--- src/rtl/calc1_pkg.sv ---
// Shared definitions for the calc1 port responder: command codes,
// response codes and the controller state encoding.
package calc1_pkg;

  // Command codes presented on req_cmd_in
  localparam logic [3:0] CMD_NOP = 4'd0;
  localparam logic [3:0] CMD_ADD = 4'd1;
  localparam logic [3:0] CMD_SUB = 4'd2;
  localparam logic [3:0] CMD_SHL = 4'd5;
  localparam logic [3:0] CMD_SHR = 4'd6;

  // Response codes driven on out_resp
  localparam logic [1:0] RESP_NONE = 2'd0;
  localparam logic [1:0] RESP_OK   = 2'd1;
  localparam logic [1:0] RESP_OVF  = 2'd2;
  localparam logic [1:0] RESP_INV  = 2'd3;

  // Controller states
  typedef enum logic [1:0] {
    S_IDLE  = 2'd0,
    S_OPND2 = 2'd1,
    S_EXEC  = 2'd2,
    S_RESP  = 2'd3
  } state_t;

endpackage

--- src/rtl/calc1_alu.sv ---
// Combinational arithmetic for the calc1 responder.
// Shift commands exist only when CALC1_SHIFT_EN is defined; otherwise
// they fall through to the invalid-command response.
module calc1_alu
  import calc1_pkg::*;
#(
  parameter int DATA_W = 32
) (
  input  logic [3:0]        cmd,
  input  logic [DATA_W-1:0] op1,
  input  logic [DATA_W-1:0] op2,
  output logic [DATA_W-1:0] result,
  output logic [1:0]        resp
);

  logic [DATA_W:0] sum_ext;

  assign sum_ext = {1'b0, op1} + {1'b0, op2};

`ifdef CALC1_SHIFT_EN
  logic [4:0] shamt;

  assign shamt = op2[4:0];
`endif

  // Result and response selection; any error response carries zero data
  always_comb begin
    result = '0;
    resp   = RESP_INV;
    case (cmd)
      CMD_ADD: begin
        if (sum_ext[DATA_W]) begin
          resp = RESP_OVF;
        end else begin
          resp   = RESP_OK;
          result = sum_ext[DATA_W-1:0];
        end
      end
      CMD_SUB: begin
        if (op2 > op1) begin
          resp = RESP_OVF;
        end else begin
          resp   = RESP_OK;
          result = op1 - op2;
        end
      end
`ifdef CALC1_SHIFT_EN
      CMD_SHL: begin
        resp   = RESP_OK;
        result = op1 << shamt;
      end
      CMD_SHR: begin
        resp   = RESP_OK;
        result = op1 >> shamt;
      end
`endif
      default: begin
        resp   = RESP_INV;
        result = '0;
      end
    endcase
  end

endmodule

--- src/rtl/calc1_port_responder.sv ---
// Two-beat command port with a fixed-latency single-cycle response.
// Operand 1 arrives with the command, operand 2 on the following cycle;
// the response appears RESP_LAT cycles after operand 2 is captured.
// Optional feature macro: CALC1_SHIFT_EN (enables shift commands 5/6).
module calc1_port_responder
  import calc1_pkg::*;
#(
  parameter int DATA_W   = 32,
  parameter int RESP_LAT = 3
) (
  input  logic              c_clk,
  input  logic              reset,
  input  logic [3:0]        req_cmd_in,
  input  logic [DATA_W-1:0] req_data_in,
  output logic [1:0]        out_resp,
  output logic [DATA_W-1:0] out_data
);

  localparam logic [3:0] LAT_M1 = 4'(RESP_LAT - 1);

  state_t            state;
  state_t            state_nxt;
  logic [3:0]        cnt;
  logic [3:0]        cmd_q;
  logic [DATA_W-1:0] op1_q;
  logic [DATA_W-1:0] op2_q;
  logic [DATA_W-1:0] alu_result;
  logic [1:0]        alu_resp;

  calc1_alu #(
    .DATA_W(DATA_W)
  ) u_alu (
    .cmd   (cmd_q),
    .op1   (op1_q),
    .op2   (op2_q),
    .result(alu_result),
    .resp  (alu_resp)
  );

  // Next-state decode; commands are only looked at while idle
  always_comb begin
    state_nxt = state;
    case (state)
      S_IDLE:  if (req_cmd_in != CMD_NOP) state_nxt = S_OPND2;
      S_OPND2: state_nxt = S_EXEC;
      S_EXEC:  if (cnt == 4'd0) state_nxt = S_RESP;
      S_RESP:  state_nxt = S_IDLE;
      default: state_nxt = S_IDLE;
    endcase
  end

  // State register
  always_ff @(posedge c_clk) begin
    if (reset) begin
      state <= S_IDLE;
    end else begin
      state <= state_nxt;
    end
  end

  // Command and operand capture
  always_ff @(posedge c_clk) begin
    if (reset) begin
      cmd_q <= '0;
      op1_q <= '0;
      op2_q <= '0;
    end else begin
      if (state == S_IDLE && req_cmd_in != CMD_NOP) begin
        cmd_q <= req_cmd_in;
        op1_q <= req_data_in;
      end
      if (state == S_OPND2) begin
        op2_q <= req_data_in;
      end
    end
  end

  // Latency counter: loaded on operand-2 capture, counts down in EXEC
  always_ff @(posedge c_clk) begin
    if (reset) begin
      cnt <= '0;
    end else if (state == S_OPND2) begin
      cnt <= LAT_M1;
    end else if (state == S_EXEC && cnt != 4'd0) begin
      cnt <= cnt - 4'd1;
    end
  end

  // Response register: loaded at the end of EXEC, cleared after one cycle
  always_ff @(posedge c_clk) begin
    if (reset) begin
      out_resp <= RESP_NONE;
      out_data <= '0;
    end else if (state == S_EXEC && cnt == 4'd0) begin
      out_resp <= alu_resp;
      out_data <= alu_result;
    end else begin
      out_resp <= RESP_NONE;
      out_data <= '0;
    end
  end

endmodule

--- config.mk ---
export PLATFORM = sky130hd
export DESIGN_NAME = calc1_port_responder
export DESIGN_NICKNAME = d
export VERILOG_FILES = /design/src/rtl/calc1_pkg.sv /design/src/rtl/calc1_alu.sv /design/src/rtl/calc1_port_responder.sv
export SDC_FILE = /design/constraint.sdc
export NUM_CORES = 1
export LEC_CHECK = 0
export CELL_PAD_IN_SITES_DETAIL_PLACEMENT = 1
export CELL_PAD_IN_SITES_GLOBAL_PLACEMENT = 2
export CORE_ASPECT_RATIO = 1.1
export CORE_MARGIN = 2
export CORE_UTILIZATION = 38
export CTS_BUF_LIST = sky130_fd_sc_hd__clkbuf_8
export DETAILED_ROUTE_END_ITERATION = 7
export PLACE_DENSITY = 0.95
export SYNTH_ARGS = -nofsm -noshare
export SYNTH_HDL_FRONTEND = slang
export SYNTH_SLANG_ARGS = --single-unit
--- constraint.sdc ---
create_clock -name c_clk -period 5.04 [get_ports c_clk]
set_input_delay 1.26 -clock c_clk [delete_from_list [all_inputs] [get_ports c_clk]]
set_output_delay 1.26 -clock c_clk [all_outputs]
set_load 0.05 [all_outputs]
==> metrics.txt <==
drt pass-1 iters=5; Post-Syn Nets=1094; Diodes inserted=0; drt wl/cell=18.4 um; CTS buffer count=9; cells on worst reg2reg path=11; setup repair bufs after CTS=0; clk_lat worst skew=0.41 ns; Max IR drop VDD=203 uV; Cell Chain, Critical Path=inv_1 > ha_1 > inv_1 > o31ai_1 > a21oi_1 > o211ai_1 > o21ai_0 > a21oi_2 > buf_4 > a22oi_1 > a211oi_1; reg2reg end=out_data[8]$_SDFF_PP0_; status=completed; Sw Pwr=0.00254 W; total track usage=22.0%; achievable frequency=272 MHz; Port Buffers=71; Net Sw Frac=between 50 and 60%; Max FO, Critical Path=15; combinational share of power=64.0%; Max Root-Sink Buffers=2; Die Y=152 um; Avg Cell Area, Syn=7.72 um2; crit-path most repeated cell=inv_1; FILL cells=2453; Core Util, Final=43.5%; CP Class=flop to flop; largest net degree at the start of global routing=75; Yosys top cell area share=28.4%; period utilization=72.9%; first-pass GRT wire length=around 38000 um; flop and latch count out of synthesis=roughly 110; Hold EP=op1_q[0]$_SDFFE_PP0P_; DP Wirelength=18100 um; # hold bufs at CTS=0; Die ar.=roughly 21000 um2; CTS tree=built; RD Place Congestion=0.925; relative slew slack=25.3%; Crit path largest cell delay=0.64 ns; Inst Count DP=1257; Crit. End Element=flop; cell family with most CP delay=compound AO/OA/AOI/OAI gates; chip width=139 um; Required @ worst endpoint=5.34 ns; crit path DAT=between 3 and 4 ns; Finished Layout Cells=1273; nets=between 1000 and 1500; DRT Wirelength=23500 um; leakage power=roughly 3.4 nW; Mapped Cells=986; # IOs=72; Hold Violations, Final=0; Vias=7336; register area share after synthesis=28.4%; synth warn=0; share of cells above drive strength 1=5.68%; Netlist cell types=between 70 and 80; Hold Crit Class=flop to flop; setup_tns=0 ns; worst-margin pin slew=1.11 ns; Post-Syn Area=roughly 7600 um2; max cap viols=0; number of global-route vias before repair=approximately 7000; clock sink total=108; EDFF count, synth=0; placement-stage cell area=8390 um2; DRC viols=0; GRT overflow=0; hold path start=op1_q[0]$_SDFFE_PP0P_; Max Clock Skew=0.0205 ns; crit path launch type=flop; # H-tree levels=3; Synth Flop Type=dfxtp_1; clk slew on worst S/H paths=roughly 0.12 ns; Synth area leaders=dfxtp_1, ha_1, a21oi_1, nor2_1, nand2_1; most frequent cell after synthesis=nor2_1; hold depth=2; core area=19700 um2; leading area contributor after synthesis=dfxtp_1; Post-synth top cells=nor2_1, nand2_1, a21oi_1, dfxtp_1; fin crit period=3.67 ns; FP Rows=54; Root Buffer=clkbuf_8; power per cell area=570 nW/um2; Initial Utilization=between 30% and 40%; 1st-iter DRT viols=478; max-slew violations=0; power share of the clock group=11.8%; Async SR Flop Fraction=0%; Int Power=roughly 0.0024 W; Worst Path Buf+Inv=3; RSZ-0062 raised after global routing=false; setup slack, reg-to-reg=1.37 ns; r2r startpoint=op2_q[18]$_SDFFE_PP0P_; DR vias/cell=5.76; CP max-delay cell=a21oi_2; final non-filler cell area=8590 um2; initial antenna violation count=0; post-route ant nets=0; Layout Area Growth over Synthesis=12.9%; post_cts resized=0; # setup viols final=0; Flop pwr share=roughly a quarter
[through the flow]
stage               hold slack (ns)  setup WS (ns)  total power (W)
floorplan                     0.454           2.22          0.00351
global placement              0.469           1.54          0.00420
detailed placement            0.469           1.53          0.00427
CTS                           0.486           1.48          0.00486
global route                  0.512           1.05          0.00526
finish                        0.486           1.37          0.00490
[routing by layer]
layer | GRT usage, % | vias to the layer above | wire (um) | part of all wire, %
met4 | 6.16 | 0 | 358 | 1.5
met2 | 31.9 | 173 | 9770 | 42
met1 | 33.9 | 3574 | 12300 | 52
met5 | 0 | - | 0 | 0
li1 | - | 3565 | - | -
met3 | 2.77 | 24 | 1060 | 4.5
[power groups by stage]
stage	logic (W)	registers [W]	clock network, W
after global routing	0.00343	0.00122	0.000623
after floorplan	0.00227	0.00124	0
final	0.00314	0.00119	0.000576
after global placement	0.00301	0.00119	0
after CTS	0.00308	0.00119	0.000593
after detailed placement	0.00307	0.00121	0
[cell type report]
cell class,instances,area [um2],area share [%]
multi-input cells,750,4890,56.9
inverters,69,259,3.01
repair buffers,78,758,8.83
flip-flops and latches,108,2160,25.2
clock buffers,9,124,1.44
clock inverters,7,81.3,0.947
well taps,252,315,3.67
[cell usage in the layout (no fill, tap or decap), types with 10 or more instances in the layout]
cell	netlist	final
a22oi_1	12	12
inv_1	68	68
a221oi_1	11	11
dfxtp_1	108	108
o22ai_1	14	14
nor2_1	121	121
o21ai_0	31	31
mux2i_1	34	34
o21bai_1	13	13
clkdlybuf4s50_1	0	70
nand2_1	109	109
ha_1	68	67
nor4_1	11	11
a21oi_1	108	108
nand2b_1	13	13
nor3_1	30	30
nor2b_1	13	12
o211ai_1	10	10
a211oi_1	21	21
nand3_1	17	17
a21o_1	11	11
[worst max-delay path by stage]
stage                                      start                 endpoint  slack, ns  depth (start not counted)
after floorplan            op1_q[0]$_SDFFE_PP0P_  out_data[31]$_SDFF_PP0_       2.22                         11
after global placement     op1_q[0]$_SDFFE_PP0P_   out_data[8]$_SDFF_PP0_       1.54                         12
after detailed placement   op1_q[0]$_SDFFE_PP0P_   out_data[8]$_SDFF_PP0_       1.53                         12
after CTS                  op1_q[0]$_SDFFE_PP0P_   out_data[8]$_SDFF_PP0_       1.48                         12
after global routing      op2_q[18]$_SDFFE_PP0P_   out_data[8]$_SDFF_PP0_       1.05                         11
final                     op2_q[18]$_SDFFE_PP0P_   out_data[8]$_SDFF_PP0_       1.37                         11
[kinds of logic after synthesis]
group / count (synthesis) / share of synthesized area (%)
mux: 34 / 4.47
fa+ha+maj: 70 / 11.7
compound gates: 298 / 27.2
flops: 108 / 28.4
simple gates: 344 / 20.3
xor+xnor: 4 / 0.460
buf+inv: 128 / 7.45
[flip-flops by register name, indices dropped and copies added, names as in the netlist]
signal    count
cnt           4
op1_q        32
state         2
out_resp      2
cmd_q         4
op2_q        32
out_data     32
[worst register-to-register path, stage by stage, from the launching register on]
cell and delay (ns):
dfxtp_1 0.37, inv_1 0.05, ha_1 0.56, inv_1 0.16, o31ai_1 0.37, a21oi_1 0.12, o211ai_1 0.22, o21ai_0 0.24
a21oi_2 0.64, buf_4 0.36, a22oi_1 0.11, a211oi_1 0.38
Power figures use the tool's default switching activity.
